<file path="config.mk">
export PLATFORM = sky130hd
export DESIGN_NAME = mux_scan_ctrl
export DESIGN_NICKNAME = d
export VERILOG_FILES = /design/src/rtl/mux_scan_pkg.sv /design/src/rtl/mux_scan_ctrl_dwell_timer.sv /design/src/rtl/mux_scan_ctrl.sv
export SDC_FILE = /design/constraint.sdc
export NUM_CORES = 1
export LEC_CHECK = 0
export CORE_UTILIZATION = 55
export CTS_BUF_LIST = sky130_fd_sc_hd__clkbuf_2 sky130_fd_sc_hd__clkbuf_4 sky130_fd_sc_hd__clkbuf_8
export DETAILED_ROUTE_END_ITERATION = 7
export PLACE_DENSITY = 0.86
export SYNTH_ARGS = -nofsm -noshare
export SYNTH_HDL_FRONTEND = slang
export SYNTH_SLANG_ARGS = --single-unit
</file>
<file path="constraint.sdc">
create_clock -name clk -period 4.4 [get_ports clk]
set_input_delay 0.88 -clock clk [delete_from_list [all_inputs] [get_ports clk]]
set_output_delay 0.88 -clock clk [all_outputs]
set_load 0.1 [all_outputs]
</file>
<file path="src/rtl/mux_scan_pkg.sv">
// ============================================================================
// Module  : mux_scan_pkg
// Brief   : Shared types, sizes and the frame-slot helper for mux_scan_ctrl.
// Rev     : 1.0 - initial release
// ============================================================================
`default_nettype none

package mux_scan_pkg;

  localparam int N_CH      = 4;
  localparam int DW        = 2;
  localparam int SEL_W     = $clog2(N_CH);
  localparam int DWELL_W   = 4;
  localparam int DWELL_DEF = 3;

  typedef enum logic [1:0] {
    IDLE    = 2'd0,
    SETTLE  = 2'd1,
    SAMPLE  = 2'd2,
    PRESENT = 2'd3
  } state_t;

  // Bit offset of channel k inside the packed frame.
  function automatic int slot_lsb(input int k);
    return k * DW;
  endfunction

endpackage

`default_nettype wire

</file>
<file path="src/rtl/mux_scan_ctrl_dwell_timer.sv">
// ============================================================================
// Module  : dwell_timer
// Brief   : Loadable down-counter that flags zero; holds at zero.
// Rev     : 1.0 - initial release
// ============================================================================
`default_nettype none

module dwell_timer
  import mux_scan_pkg::*;
(
  input  logic               clk,
  input  logic               rst,
  input  logic               load,
  input  logic [DWELL_W-1:0] load_val,
  input  logic               dec,
  output logic               zero
);

  logic [DWELL_W-1:0] count_q;

  always_ff @(posedge clk or posedge rst) begin
    if (rst) begin
      count_q <= '0;
    end else if (load) begin
      count_q <= load_val;
    end else if (dec && (count_q != '0)) begin
      count_q <= count_q - DWELL_W'(1);
    end
  end

  assign zero = (count_q == '0);

endmodule

`default_nettype wire

</file>
<file path="src/rtl/mux_scan_ctrl.sv">
// ============================================================================
// Module  : mux_scan_ctrl
// Brief   : Round-robin scanner driving mux41_dual select and framing its output.
//           Optional per-slot change flags under MUX_SCAN_CHANGE_FLAG_EN.
// Rev     : 1.0 - initial release
// ============================================================================
`default_nettype none

module mux_scan_ctrl
  import mux_scan_pkg::*;
#(
  parameter int DWELL = DWELL_DEF
) (
  input  logic                 clk,
  input  logic                 rst,
  input  logic                 start,
  input  logic                 cont,
  input  logic                 stop,
  output logic [SEL_W-1:0]     sel,
  input  logic [DW-1:0]        mux_f,
`ifdef MUX_SCAN_CHANGE_FLAG_EN
  output logic [N_CH-1:0]      changed,
`endif
  output logic                 out_valid,
  input  logic                 out_ready,
  output logic [N_CH*DW-1:0]   out_data,
  output logic                 busy
);

  state_t           state_q, state_d;
  logic [SEL_W-1:0] sel_q, sel_d;
  logic             cont_q;
  logic             stop_seen_q;
  logic             tmr_load, tmr_dec, tmr_zero;
  logic             capture;
  logic             handoff;
  logic [DW-1:0]    slot_q [N_CH];

  dwell_timer u_dwell (
    .clk      (clk),
    .rst      (rst),
    .load     (tmr_load),
    .load_val (DWELL_W'(DWELL - 1)),
    .dec      (tmr_dec),
    .zero     (tmr_zero)
  );

  always_ff @(posedge clk or posedge rst) begin
    if (rst) begin
      state_q <= IDLE;
      sel_q   <= '0;
    end else begin
      state_q <= state_d;
      sel_q   <= sel_d;
    end
  end

  always_comb begin
    state_d  = state_q;
    sel_d    = sel_q;
    tmr_load = 1'b0;
    tmr_dec  = 1'b0;
    capture  = 1'b0;
    handoff  = 1'b0;
    case (state_q)
      IDLE: begin
        if (start) begin
          state_d  = SETTLE;
          sel_d    = '0;
          tmr_load = 1'b1;
        end
      end
      SETTLE: begin
        if (tmr_zero) begin
          state_d = SAMPLE;
        end else begin
          tmr_dec = 1'b1;
        end
      end
      SAMPLE: begin
        capture = 1'b1;
        if (sel_q == SEL_W'(N_CH - 1)) begin
          state_d = PRESENT;
        end else begin
          sel_d    = sel_q + SEL_W'(1);
          tmr_load = 1'b1;
          state_d  = SETTLE;
        end
      end
      PRESENT: begin
        if (out_ready) begin
          handoff = 1'b1;
          // A stop arriving on the handshake cycle itself also ends the run.
          if (cont_q && !stop_seen_q && !stop) begin
            sel_d    = '0;
            tmr_load = 1'b1;
            state_d  = SETTLE;
          end else begin
            state_d = IDLE;
          end
        end
      end
      default: state_d = IDLE;
    endcase
  end

  always_ff @(posedge clk or posedge rst) begin
    if (rst) begin
      cont_q <= 1'b0;
    end else if ((state_q == IDLE) && start) begin
      cont_q <= cont;
    end
  end

  always_ff @(posedge clk or posedge rst) begin
    if (rst) begin
      stop_seen_q <= 1'b0;
    end else if (state_q == IDLE) begin
      stop_seen_q <= 1'b0;
    end else if (stop) begin
      stop_seen_q <= 1'b1;
    end
  end

  for (genvar k = 0; k < N_CH; k++) begin : g_slot
    always_ff @(posedge clk or posedge rst) begin
      if (rst) begin
        slot_q[k] <= '0;
      end else if (capture && (sel_q == SEL_W'(k))) begin
        slot_q[k] <= mux_f;
      end
    end
    assign out_data[slot_lsb(k) +: DW] = slot_q[k];
  end

`ifdef MUX_SCAN_CHANGE_FLAG_EN
  logic [DW-1:0]   last_q [N_CH];
  logic [N_CH-1:0] chg_q;

  // last_q holds the most recently handed-off frame, the reference for change flags.
  for (genvar k = 0; k < N_CH; k++) begin : g_chg
    always_ff @(posedge clk or posedge rst) begin
      if (rst) begin
        last_q[k] <= '0;
        chg_q[k]  <= 1'b0;
      end else begin
        if (handoff) begin
          last_q[k] <= slot_q[k];
        end
        if (capture && (sel_q == SEL_W'(k))) begin
          chg_q[k] <= (mux_f != last_q[k]);
        end
      end
    end
  end

  assign changed = chg_q;
`endif

  assign sel       = sel_q;
  assign out_valid = (state_q == PRESENT);
  assign busy      = (state_q != IDLE);

endmodule

`default_nettype wire

</file>
==> out/results.tsv <==
stage	metric	value	unit
final_layout	syn_to_final_growth	26.4	%
global_route	grt_max_degree	19	
clock_tree	clock_latency	290	ps
routing	post_drt_via_cell_ratio	5.22	
outcome	status	finished clean	
critical_path	rr_endpoint	u_dwell.count_q[1]$_DFFE_PP0P_	
routing	drc_errors	0	
yosys	yosysUniqueCellTypes	26	
critical_path	r2r-start	u_dwell.count_q[0]$_DFFE_PP0P_	
clock_tree	ctsHoldBuffers	0	
routing	num_vias	616	
floorplanning	dieHeight	42.6	µm
yosys	synth_edf_count	0	
sta	max_slew_margin	34.7	%
sta	max_freq	324	MHz
sta	period_share	70.1	%
critical_path	crit_required	3520	ps
final_layout	multi_input_area	422	µm²
yosys	async_flop_share	100	%
place	place_congestion	0.760	
final_layout	fillers	104	
clock_tree	cts_sinks	18	
yosys	synth_fp_nets	94	
floorplanning	ios	20	
run	cap_violations	0	
global_route	grt.overflow.total	0	
final_layout	fin_nets	117	
sta	whs	518	ps
place	placed_cell_area	0.00111	mm²
clock_tree	htree_levels	1	
clock_tree	cts-buffers-inserted	3	
final_layout	utilization	75.1	%
global_route	grt_util_all_layers	21.1	%
yosys	synth_area_per_cell	11.3	µm²
floorplanning	rows	14	
yosys	syn_inst	80	
critical_path	reg2regPathDepth	6	
global_route	grt_pass1_vias	627	
yosys	syn-cell-area	906	µm²
sta	setup_tns	0	ps
min_path	min_path_cells	1	
final_layout	n_antenna_cell	0	
floorplanning	die_width	42.6	µm
clock_tree	cts_tree	yes	
clock_tree	post-cts-setup-buffers	0	
final_layout	seqCellArea	450	µm²
routing	totalWireLength	1.56	mm
routing	dr.pass1.iters	4	
critical_path	cp_data_arrival_time	2200	ps
sta	tightest_slew	976	ps
yosys	ys_ff_latch	18	
final_layout	fin_area	0.00114	mm²
min_path	min_path_type	flip-flop to flip-flop	
floorplanning	core-area	0.00152	mm²
sta	slew_violations	0	
clock_tree	clk_pin_slew	100	ps
yosys	yosysSeqAreaShare	49.7	%
clock_tree	clock-root-buffer	clkbuf_4	
sta	hold_violations	0	
routing	antenna_left	0	
routing	drt-wirelength-per-cell	13.2	µm
routing	met3_length	24	µm
critical_path	r2r_slack	2790	ps
clock_tree	post_cts_resized	0	
min_path	hold_end	out_data[2]$_DFFE_PP0P_	
routing	routed.top_layer	met4	
final_layout	drive_gt1_share	16.7	%
place	dp_hpwl	1.14	mm
critical_path	startpoint_type	flip-flop	
yosys	synth_flop_cell	dfrtp_1	
floorplanning	die_area	0.00181	mm²
global_route	antenna_found_initial	0	
critical_path	critPathKind	flip-flop to output port	
yosys	yosys_warnings	0	
sta	rsz0062_at_grt	no	
routing	route.met2.wl	805	µm
floorplanning	initial_utilization	59.4	%
routing	wl_met1	688	µm
min_path	min-delay-start	out_data[2]$_DFFE_PP0P_	
place	port_buffers	19	
clock_tree	clockBufferDepth	2	
routing	drt-initial-drc-count	8	
critical_path	crit_fanout	10	
sta	fin_skew	4.38	ps
global_route	grt_pass1_wl	2.70	mm
sta	setup_viol	0	
sta	period_minus_slack	3080	ps
critical_path	cp-end-kind	output port	
-- worst max-delay path: stages (launching register included) --
cell and delay (ps):
dfrtp_1 580, and2_1 200, clkdlybuf4s50_1 1130
-- area by class of cell --
| type | count | share of cell area, % |
|---|---|---|
| clock buffer | 4 | 3.17 |
| timing repair buffer | 19 | 16.6 |
| multi-input combinational | 54 | 36.8 |
| tap | 16 | 1.75 |
| sequential | 18 | 39.3 |
| inverter | 7 | 2.30 |
-- worst max path at each step --
stage	from	end	slack (ps)	cells past startpoint
4_1_cts	state_q[0]$_DFFE_PP0P_	out_valid	1300	2
3_3_place_gp	state_q[0]$_DFFE_PP0P_	out_valid	1670	2
3_5_place_dp	state_q[0]$_DFFE_PP0P_	out_valid	1640	2
2_1_floorplan	state_q[0]$_DFFE_PP0P_	out_valid	2270	2
5_1_grt	state_q[0]$_DFFE_PP0P_	out_valid	1220	2
6_report	state_q[0]$_DFFE_PP0P_	out_valid	1320	2
-- sequential cells by signal, summed over array words and instances, names as in the netlist --
signal           flops
sel                  2
cont_q               1
out_data             8
stop_seen_q          1
u_dwell.count_q      4
state_q              2
-- cell families after synthesis --
group,after synthesis,synth area share [%]
flip-flops,18,49.7
AO/OA/AOI/OAI,8,8.43
AND/OR/NAND/NOR,27,14.4
buffers and inverters,8,3.73
XOR/XNOR,1,0.967
multiplexers,12,14.5
adder cells (fa/ha/maj),6,8.29
-- synth_stat cells (2+ instances only) --
master    n  area [µm²]
dfrtp_1  18         450
nand2_1  10        37.5
mux2_2    9         101
nor2_1    8        30.0
ha_1      6        75.1
inv_1     6        22.5
mux2i_1   3        30.0
o21ai_0   2        10.0
-- cell usage in the layout, fill, tap and decap left out, drive strengths merged, types with 2 or more instances in the layout --
cell / n
o21ai: 2
clkdlybuf4s50: 19
nand2: 10
nor2: 9
a21oi: 2
inv: 7
mux2i: 3
dfrtp: 18
clkbuf: 4
ha: 6
mux2: 9
-- layer usage --
layer	global-route usage, %	vias up
met2	33.8	9
met3	3.88	4
li1	-	313
met4	13.1	0
met1	26.1	290
met5	0	-
-- stage by stage --
| step | cells | setup WS [ps] |
|---|---|---|
| 6_report | 118 | 1320 |
| 4_1_cts | 118 | 1300 |
| 2_1_floorplan | 80 | 2270 |
| 5_1_grt | 118 | 1220 |
| 3_3_place_gp | 114 | 1670 |
| 3_5_place_dp | 114 | 1640 |
Power is not shown: default switching activity piles up to over one toggle a cycle in this logic, so the estimate is an artifact.
==> RTL edit (same flow settings) <==
`DWELL_W`: 4 -> 3.
--- a/src/rtl/mux_scan_pkg.sv
+++ b/src/rtl/mux_scan_pkg.sv
@@ -10,7 +10,7 @@
   localparam int N_CH      = 4;
   localparam int DW        = 2;
   localparam int SEL_W     = $clog2(N_CH);
-  localparam int DWELL_W   = 4;
+  localparam int DWELL_W   = 3;
   localparam int DWELL_DEF = 3;
 
   typedef enum logic [1:0] {
Formal check against the unedited RTL: same outputs for any inputs over 10 cycles, from zero or initial values and one cycle with rst high; that may be too few to reach the edited logic, so the function may still have changed.
==> RTL edit against the unedited design <==
  * Non-clock buffer count is the same
  * Critical path type unchanged
  * Sequential cell count shrank 1
  * Area after synthesis down 5.0%
  * Largest cell class unchanged
  * Count of clock-buffer cells in the layout is the same
  * Cell area decreased by 5.2%
  * Setup slack improved by 0.025 ns
  * Routed wire length decreased by 7.0%
  * Via count is 4.5% lower
Power is left out: the tool's default activity adds up to more than one toggle a clock period on the data nets, which glitch-free logic cannot reach.
==> RTL edit: results (changes against the unedited design) <==
Area contributors post-synth dfrtp_1 (49%), mux2_2 (12%), ha_1 (8.7%), nand2_1 (4.4%), mux2i_1 (3.5%) (was dfrtp_1 (50%), mux2_2 (11%), ha_1 (8.3%), nand2_1 (4.1%), mux2i_1 (3.3%)); Clock Skews 0.00554 ns (was 0.00438 ns); global-route usage over all layers 19.6% (was 21.1%); Via density 5.25 (was 5.22); first-pass GRT wire length 2.57 mm (was 2.70 mm); Arr. time, crit path 2.18 ns (was 2.20 ns); HPWL Detailed 1.12 mm (was 1.14 mm); Seq/Total Area, Yosys 49.4% (was 49.7%); via count 588 (was 616); iteration-0 DRC count of the detailed router 10 (was 8); outcome complete, no violations (unchanged); synth unique cells 22 (was 26); drt pass-1 iters 3 (was 4); met3 global-route usage 4.35% (was 3.88%); routability cong. 0.788 (was 0.760); Met1 Routed Length 637 um (was 688 um); metal3 WL 48 um (was 24 um); Syn Nets 90 (was 94); top cells by count, synth dfrtp_1 (17), nand2_1 (10), mux2_2 (9), inv_1 (7) (was dfrtp_1 (18), nand2_1 (10), mux2_2 (9), nor2_1 (8)); Filler cells 94 (was 104); average wire per standard cell 13.0 um (was 13.2 um); M1 GR Usage 24.1% (was 26.1%); max cap viols 0 (unchanged); grt met2 use 31.9% (was 33.8%); routed length on met2 737 um (was 805 um); layout cells sized above 1 17.5% (was 16.7%); crit-path max FO 11 (was 10); vias in the first global route 578 (was 627); largest net degree at the start of global routing 18 (was 19); DP Cell Count 108 (was 114)
[RTL edit: final timing paths]
path / from / slack, ns / depth (start not counted) / endpoint
setup / recovery: state_q[0] / 1.34 / 3 / busy
max in group asynchronous: rst / 3.01 / 2 / u_dwell.count_q[0]
setup reg to reg: u_dwell.count_q[0] / 2.85 / 5 / u_dwell.count_q[1]
min in group asynchronous: rst / 0.97 / 2 / out_data[7]
hold reg to reg: stop_seen_q / 0.49 / 2 / stop_seen_q
hold / removal: stop_seen_q / 0.49 / 2 / stop_seen_q
[RTL edit: kinds of logic after synthesis]
| kind of cell | Yosys count | synth area share, % |
|---|---|---|
| simple gates | 23 | 14.0 |
| flops | 17 | 49.4 |
| mux | 12 | 15.3 |
| buf+inv | 9 | 4.80 |
| compound gates | 7 | 5.81 |
| fa+ha+maj | 6 | 8.72 |
| xor+xnor | 2 | 2.04 |
[RTL edit: cell type report]
class	instances	area [um^2]	area share [%]
clock buffer	4	30.0	2.77
inverter	7	26.3	2.42
multi-input combinational	50	394	36.3
sequential	17	425	39.2
tap	15	18.8	1.73
timing repair buffer	19	190	17.5
[RTL edit: worst min-delay path, delay by kind of cell (launching register included)]
kind	cells	cell delay, ns
DFF	1	0.33
and+or+nand+nor	2	0.12
[RTL edit: stage by stage]
| step | instance area (um^2) | util, % | setup slack, ns |
|---|---|---|---|
| global route | 1080 | 78.5 | 1.26 |
| floorplan | 861 | - | 2.28 |
| CTS | 1080 | 78.5 | 1.34 |
| finish | 1080 | 78.5 | 1.34 |
| global placement | 1050 | 76.3 | 1.69 |
| detailed placement | 1050 | 76.3 | 1.67 |
